`config.mk`:
```
export PLATFORM = sky130hd
export DESIGN_NAME = uart_packet_framer_flat
export DESIGN_NICKNAME = d
export VERILOG_FILES = /design/src/rtl/uart_pkg.sv /design/src/rtl/uart_packet_framer_if.sv /design/src/rtl/uart_pkt_serializer.sv /design/src/rtl/uart_packet_framer.sv /design/src/flat_wrapper.sv
export SDC_FILE = /design/constraint.sdc
export NUM_CORES = 1
export LEC_CHECK = 0
export BUFFER_PORTS_ARGS = -buffer_cell sky130_fd_sc_hd__buf_2
export CORE_MARGIN = 3
export CORE_UTILIZATION = 50
export DETAILED_ROUTE_END_ITERATION = 12
export GPL_TIMING_DRIVEN = 0
export PLACE_DENSITY = 0.74
export RECOVER_POWER = 50
export REMOVE_ABC_BUFFERS = 1
export SYNTH_ARGS = -nofsm -noshare
export SYNTH_HDL_FRONTEND = slang
export SYNTH_SLANG_ARGS = --single-unit
```
`constraint.sdc`:
```
create_clock -name clk -period 2.05 [get_ports clk]
set_input_delay 0.3075 -clock clk [delete_from_list [all_inputs] [get_ports clk]]
set_output_delay 0.3075 -clock clk [all_outputs]
set_load 0.1 [all_outputs]
```
`src/rtl/uart_pkg.sv`:
```
// Shared constants, FSM encodings and sizing helper for the UART packet framer.
package uart_pkg;

  localparam int UART_BYTE_W   = 8;
  localparam int MAX_PKT_BYTES = 16;

  typedef enum logic [1:0] {
    R_IDLE    = 2'd0,
    R_COLLECT = 2'd1,
    R_HOLD    = 2'd2
  } rx_state_e;

  typedef enum logic [1:0] {
    T_IDLE  = 2'd0,
    T_START = 2'd1,
    T_WAIT  = 2'd2
  } tx_state_e;

  // Counter width able to hold 0..v-1, never narrower than one bit.
  function automatic int clog2_min1(input int v);
    return (v <= 2) ? 1 : $clog2(v);
  endfunction

endpackage

```
`src/rtl/uart_packet_framer_if.sv`:
```
// Byte-side and packet-side handshake bundle of the UART packet framer.
interface uart_packet_framer_if #(
  parameter int PKT_BYTES = 2
);

  logic                                    rx_done;
  logic [uart_pkg::UART_BYTE_W-1:0]           rx_data;
  logic [PKT_BYTES*uart_pkg::UART_BYTE_W-1:0] pkt_data;
  logic                                    pkt_valid;
  logic                                    pkt_ready;
  logic [PKT_BYTES*uart_pkg::UART_BYTE_W-1:0] rsp_data;
  logic                                    rsp_valid;
  logic                                    rsp_ready;
  logic                                    tx_start;
  logic [uart_pkg::UART_BYTE_W-1:0]           tx_data;
  logic                                    tx_done;
  logic                                    tx_busy;
  logic                                    timeout_err;
  logic                                    overrun_err;

  // Framer side.
  modport slave (
    input  rx_done, rx_data, pkt_ready, rsp_data, rsp_valid, tx_done,
    output pkt_data, pkt_valid, rsp_ready, tx_start, tx_data, tx_busy,
           timeout_err, overrun_err
  );

  // Core / UART byte-engine side.
  modport master (
    output rx_done, rx_data, pkt_ready, rsp_data, rsp_valid, tx_done,
    input  pkt_data, pkt_valid, rsp_ready, tx_start, tx_data, tx_busy,
           timeout_err, overrun_err
  );

endinterface

```
`src/rtl/uart_pkt_serializer.sv`:
```
// Latches a response packet and hands it to UART_TX one byte at a time, byte 0 first.
module uart_pkt_serializer
  import uart_pkg::*;
#(
  parameter int PKT_BYTES = 2
) (
  input  logic                               clk,
  input  logic                               rst_n,
  input  logic [PKT_BYTES*UART_BYTE_W-1:0]   rsp_data,
  input  logic                               rsp_valid,
  output logic                               rsp_ready,
  output logic                               tx_start,
  output logic [UART_BYTE_W-1:0]             tx_data,
  input  logic                               tx_done,
  output logic                               tx_busy
);

  localparam int              IDX_W    = clog2_min1(PKT_BYTES + 1);
  localparam logic [IDX_W-1:0] LAST_IDX = IDX_W'(PKT_BYTES - 1);

  tx_state_e                             state, state_next;
  logic [IDX_W-1:0]                      idx;
  logic [PKT_BYTES-1:0][UART_BYTE_W-1:0] rsp_q;
  logic                                  accept, last_done;

  assign accept    = (state == T_IDLE) && rsp_valid;
  assign last_done = (state == T_WAIT) && tx_done && (idx == LAST_IDX);

  always_ff @(posedge clk or negedge rst_n) begin
    if (!rst_n) state <= T_IDLE;
    else        state <= state_next;
  end

  always_comb begin
    state_next = state;
    case (state)
      T_IDLE:  if (rsp_valid) state_next = T_START;
      T_START: state_next = T_WAIT;
      T_WAIT:  if (tx_done) state_next = (idx == LAST_IDX) ? T_IDLE : T_START;
      default: state_next = T_IDLE;
    endcase
  end

  always_comb begin
    rsp_ready = (state == T_IDLE);
    tx_busy   = (state != T_IDLE);
    tx_start  = (state == T_START);
    tx_data   = '0;
    for (int k = 0; k < PKT_BYTES; k++) begin
      if (idx == IDX_W'(k)) tx_data = rsp_q[k];
    end
  end

  // idx only advances on tx_done in T_WAIT, so tx_data holds from tx_start to tx_done.
  always_ff @(posedge clk or negedge rst_n) begin
    if (!rst_n) begin
      idx   <= '0;
      rsp_q <= '0;
    end else if (accept) begin
      idx   <= '0;
      rsp_q <= rsp_data;
    end else if ((state == T_WAIT) && tx_done && !last_done) begin
      idx <= idx + IDX_W'(1);
    end
  end

endmodule

```
`src/rtl/uart_packet_framer.sv`:
```
// Packet layer between byte-level UART_RX/UART_TX and the core: RX assembly here, TX in the serializer.
module uart_packet_framer
  import uart_pkg::*;
#(
  parameter int PKT_BYTES      = 2,
  parameter int TIMEOUT_CYCLES = 104166
) (
  input logic                 clk,
  input logic                 rst_n,
  uart_packet_framer_if.slave bus
);

  localparam int               CNT_W    = clog2_min1(PKT_BYTES + 1);
  localparam int               TMR_W    = clog2_min1(TIMEOUT_CYCLES + 1);
  localparam logic [CNT_W-1:0] LAST_IDX = CNT_W'(PKT_BYTES - 1);
  localparam logic [TMR_W-1:0] TMR_MAX  = TMR_W'(TIMEOUT_CYCLES);
  localparam bit               TMR_EN   = (TIMEOUT_CYCLES != 0);

  rx_state_e                             rx_state, rx_next;
  logic [CNT_W-1:0]                      cnt, wr_idx;
  logic [TMR_W-1:0]                      timer;
  logic [PKT_BYTES-1:0][UART_BYTE_W-1:0] pkt_q;
  logic                                  handshake, store, timeout_hit;

  // A byte arriving in R_HOLD is only kept when the held packet leaves in the same cycle.
  always_comb begin
    handshake   = (rx_state == R_HOLD) && bus.pkt_ready;
    store       = bus.rx_done && ((rx_state != R_HOLD) || bus.pkt_ready);
    wr_idx      = (rx_state == R_COLLECT) ? cnt : '0;
    timeout_hit = TMR_EN && (rx_state == R_COLLECT) && !bus.rx_done && (timer == TMR_MAX);
  end

  // NOTE: state registers use non-blocking assignments so every flop samples pre-edge values.
  always_ff @(posedge clk or negedge rst_n) begin
    if (!rst_n) rx_state <= R_IDLE;
    else        rx_state <= rx_next;
  end

  // NOTE: the default assignment first keeps this combinational block from inferring a latch.
  always_comb begin
    rx_next = rx_state;
    case (rx_state)
      R_IDLE:
        if (bus.rx_done) rx_next = (PKT_BYTES == 1) ? R_HOLD : R_COLLECT;
      R_COLLECT:
        if (bus.rx_done && (cnt == LAST_IDX)) rx_next = R_HOLD;
        else if (timeout_hit)                 rx_next = R_IDLE;
      R_HOLD:
        if (handshake) rx_next = !bus.rx_done      ? R_IDLE :
                                 (PKT_BYTES == 1)  ? R_HOLD : R_COLLECT;
      default:
        rx_next = R_IDLE;
    endcase
  end

  always_comb begin
    bus.pkt_valid   = (rx_state == R_HOLD);
    bus.overrun_err = (rx_state == R_HOLD) && bus.rx_done && !bus.pkt_ready;
    bus.timeout_err = timeout_hit;
  end

  // NOTE: the packet buffer drives a port that must read 0 out of reset, so it is reset like control state.
  always_ff @(posedge clk or negedge rst_n) begin
    if (!rst_n) begin
      cnt   <= '0;
      timer <= '0;
      pkt_q <= '0;
    end else begin
      if (store)                         cnt <= wr_idx + CNT_W'(1);
      else if (timeout_hit || handshake) cnt <= '0;

      // The idle timer only runs between bytes of a partial packet and saturates at its limit.
      if ((rx_next != R_COLLECT) || bus.rx_done) timer <= '0;
      else if (timer != TMR_MAX)                 timer <= timer + TMR_W'(1);

      for (int k = 0; k < PKT_BYTES; k++) begin
        if (store && (wr_idx == CNT_W'(k))) pkt_q[k] <= bus.rx_data;
      end
    end
  end

  assign bus.pkt_data = pkt_q;

  uart_pkt_serializer #(
    .PKT_BYTES (PKT_BYTES)
  ) u_serializer (
    .clk       (clk),
    .rst_n     (rst_n),
    .rsp_data  (bus.rsp_data),
    .rsp_valid (bus.rsp_valid),
    .rsp_ready (bus.rsp_ready),
    .tx_start  (bus.tx_start),
    .tx_data   (bus.tx_data),
    .tx_done   (bus.tx_done),
    .tx_busy   (bus.tx_busy)
  );

endmodule

```
`src/flat_wrapper.sv`:
```
// flat-port wrapper written by rule: the top's interface ports become plain ports
module uart_packet_framer_flat import uart_pkg::*;
#(
  parameter int PKT_BYTES      = 2,
  parameter int TIMEOUT_CYCLES = 104166
)
  (clk, rst_n, bus_rx_done, bus_rx_data, bus_pkt_ready, bus_rsp_data, bus_rsp_valid, bus_tx_done, bus_pkt_data, bus_pkt_valid, bus_rsp_ready, bus_tx_start, bus_tx_data, bus_tx_busy, bus_timeout_err, bus_overrun_err);
  uart_packet_framer_if #(.PKT_BYTES(PKT_BYTES)) bus_i ();
  input logic clk;
  input logic rst_n;
  input wire logic [$bits(bus_i.rx_done)-1:0] bus_rx_done;
  input wire logic [$bits(bus_i.rx_data)-1:0] bus_rx_data;
  input wire logic [$bits(bus_i.pkt_ready)-1:0] bus_pkt_ready;
  input wire logic [$bits(bus_i.rsp_data)-1:0] bus_rsp_data;
  input wire logic [$bits(bus_i.rsp_valid)-1:0] bus_rsp_valid;
  input wire logic [$bits(bus_i.tx_done)-1:0] bus_tx_done;
  output wire logic [$bits(bus_i.pkt_data)-1:0] bus_pkt_data;
  output wire logic [$bits(bus_i.pkt_valid)-1:0] bus_pkt_valid;
  output wire logic [$bits(bus_i.rsp_ready)-1:0] bus_rsp_ready;
  output wire logic [$bits(bus_i.tx_start)-1:0] bus_tx_start;
  output wire logic [$bits(bus_i.tx_data)-1:0] bus_tx_data;
  output wire logic [$bits(bus_i.tx_busy)-1:0] bus_tx_busy;
  output wire logic [$bits(bus_i.timeout_err)-1:0] bus_timeout_err;
  output wire logic [$bits(bus_i.overrun_err)-1:0] bus_overrun_err;
  assign bus_i.rx_done = bus_rx_done;
  assign bus_i.rx_data = bus_rx_data;
  assign bus_i.pkt_ready = bus_pkt_ready;
  assign bus_i.rsp_data = bus_rsp_data;
  assign bus_i.rsp_valid = bus_rsp_valid;
  assign bus_i.tx_done = bus_tx_done;
  assign bus_pkt_data = bus_i.pkt_data;
  assign bus_pkt_valid = bus_i.pkt_valid;
  assign bus_rsp_ready = bus_i.rsp_ready;
  assign bus_tx_start = bus_i.tx_start;
  assign bus_tx_data = bus_i.tx_data;
  assign bus_tx_busy = bus_i.tx_busy;
  assign bus_timeout_err = bus_i.timeout_err;
  assign bus_overrun_err = bus_i.overrun_err;
  uart_packet_framer #(.PKT_BYTES(PKT_BYTES), .TIMEOUT_CYCLES(TIMEOUT_CYCLES)) u_core (.clk(clk), .rst_n(rst_n), .bus(bus_i));
endmodule
```
==> impl_metrics.csv <==
group,metric,value,unit
floorplanning,dieWidth,79.8,microns
synth,synth_top_area_cell,"dfrtp_1",
clock_tree,clk_latency,330,ps
sta,finalClockSkew,4.26,ps
drt,vias,1925,
sta,max_freq,486,MHz
clock_tree,clkTransAtPathRegs,60,ps
synth,synth_flop_cell,"dfrtp_1",
clock_tree,cts_buffer_depth,2,
sta,max_slew_margin,13.4,%
global_route,grt_pass1_vias,1877,
cells_and_area,final-seq-area,1430,sq um
synth,seq_area_frac_synth,52.4,%
synth,ys_seq_elements,57,
synth,synth_edf_count,0,
critical_path,worstSetupEndpointType,"output pin",
floorplanning,rows,26,
sta,worst_pin_slew,1300,ps
drt,postRouteAntennaNets,0,
critical_path,startpoint_type,"flip-flop",
place,port_buffers,59,
clock_tree,cts_made_buffers,9,
synth,yosysWarnings,0,
drt,via_per_inst,5.22,
drt,drt-total-wl,5190,microns
outcome,violations,"setup timing",
clock_tree,ctsHoldBuffers,0,
synth,synthArstFlopShare,100,%
sta,grt_setup_unrepaired,"true",
clock_tree,root_buffer,"clkbuf_8",
sta,fin_crit_sh,100,%
clock_tree,htree_levels,3,
synth,synth_common_cells,"dfrtp_1 (57), mux2_2 (34), nor2_1 (19), a22o_1 (11), nand2_1 (11)",
drt,firstDrtPassIters,4,
place,place.gp.congestion,0.799,
sta,timing.final.hold_violations,0,
synth,synth.area.top_cells,"dfrtp_1 (52%), mux2_2 (14%), a22o_1 (3.5%)",
critical_path,crit_slowest_cell,"dfrtp_1",
critical_path,crit_type,"reg -> out",
floorplanning,boundaryPins,60,
cells_and_area,area_delta_synth_final,26.5,%
global_route,overflow,0,
cells_and_area,n_antenna_cell,0,
drt,drt-initial-drc-count,85,
cells_and_area,multiInputGateArea,1280,sq um
clock_tree,cts_tree,"built",
job,max-cap-violations,0,
drt,wire_per_inst,14.1,microns
floorplanning,die_area,6360,sq um
critical_path,arrival,1750,ps
synth,syn_avg_cell_area,12.0,sq um
cells_and_area,fillers,379,
cells_and_area,drive_above_1_share,45.5,%
critical_path,cp_max_fo,4,
sta,timing.final.crit_period,2060,ps
synth,synth_top_area_share,52.4,%
hold_path,hold_path.class,"in -> reg",
floorplanning,die_h,79.8,microns
global_route,grt_pass1_wl,8390,microns
drt,drc,0,
global_route,antenna_found_initial,0,
cells_and_area,final_util,66.6,%
critical_path,critPathMaxStageDelay,430,ps
synth,yosysUniqueCellTypes,45,
sta,setup_violations,1,
outcome,status,"complete, but fails checks",
sta,setup_slack,-8.55,ps
global_route,gr-usage-all-layers,17.2,%
cells_and_area,final_nets,330,
synth,syn_inst,226,
critical_path,path_cells,"nor4bb_4, nand4_4, nor3_4, buf_12",
clock_tree,cts_sinks,57,
place,hpwl,3420,microns
sta,hold_slack,213,ps
critical_path,crit_required,1740,ps
floorplanning,initial_utilization,52.6,%
global_route,grt_max_degree,58,
synth,synth.most_common_cell,"dfrtp_1",
synth,synth.cell_area,2720,sq um
floorplanning,coreArea,5170,sq um
sta,slew_violations,0,
per-stage QoR:
stage	instances	area [sq um]	worst slack (ps)	setup TNS (ps)
global route	369	3440	-128	-708
global placement	348	3050	-148	-1100
detailed placement	348	3050	-155	-1110
finish	369	3440	-8.55	-8.55
CTS	365	3340	1.47	0
floorplan	219	2670	-1310	-2900
sequential cells by signal, indices dropped and copies added (netlist names):
register	flops
u_core.timer	17
u_core.bus.pkt_data	16
u_core.u_serializer.rsp_q	16
u_core.cnt	2
u_core.rx_state	2
u_core.u_serializer.idx	2
u_core.u_serializer.state	2
repair_timing:
| item | CTS | global route |
|---|---|---|
| pin swaps | 1 | 3 |
| resized for setup | 22 | 18 |
| setup buffers | 1 | 3 |
| hold endpoints to repair | 0 | 0 |
| setup endpoints to repair | 10 | 10 |
cells by family after synthesis:
| kind of cell | synth area share (%) |
|---|---|
| and+or+nand+nor | 16.8 |
| muxes | 14.4 |
| xor gates and xnor gates | 3.86 |
| adders and majority gates | 2.76 |
| buffers and inverters | 2.85 |
| AOI/OAI and AO/OA | 6.85 |
| DFF | 52.4 |
path summary, 6_finish.rpt:
| kind | slack, ps | end | cells past startpoint | from |
|---|---|---|---|---|
| worst max-delay path | -9 | bus_timeout_err | 4 | u_core.timer[13] |
| worst min-delay path | 210 | u_core.u_serializer.rsp_q[13] | 2 | bus_rsp_data[13] |
| worst max register to register | 190 | u_core.bus.pkt_data[7] | 5 | u_core.rx_state[0] |
| worst min register to register | 500 | u_core.bus.pkt_data[1] | 1 | u_core.bus.pkt_data[1] |
| max in group asynchronous | 350 | u_core.timer[4] | 2 | rst_n |
| min in group asynchronous | 250 | u_core.u_serializer.rsp_q[0] | 1 | rst_n |
metal layers:
| layer | up-vias | routed length, microns | GRT usage [%] |
|---|---|---|---|
| li1 | 945 | - | - |
| met1 | 928 | 2310 | 21.3 |
| met2 | 42 | 2490 | 26.8 |
| met3 | 10 | 265 | 5.08 |
| met4 | 0 | 119 | 9.63 |
| met5 | - | 0 | 0 |
placed cells by master (no fill, tap or decap), types with 5 or more instances in the layout:
| cell | count |
|---|---|
| dfrtp_1 | 55 |
| buf_2 | 48 |
| mux2_2 | 34 |
| nor2_1 | 19 |
| nand2_1 | 11 |
| a22o_1 | 11 |
| clkbuf_8 | 11 |
| xor2_1 | 9 |
| nand3_1 | 6 |
| inv_1 | 5 |
| a21oi_1 | 5 |
| nand4_1 | 5 |
| ha_1 | 5 |
| buf_4 | 5 |
| buf_6 | 5 |
layout make-up:
type,count,share of cell area (%)
clock buffers,11,4.40
well taps,70,2.54
flip-flops and latches,57,41.5
clock inverters,5,1.56
multi-input cells,155,37.1
repair buffers,64,12.1
inverters,7,0.763
worst max-delay path, delay by kind of cell (launching register included):
family	cells	cell delay [ps]
DFF	1	430
and+or+nand+nor	3	800
buffers and inverters	1	200
Power is not shown: default switching activity piles up to over one toggle a cycle in this logic, so the estimate is an artifact.
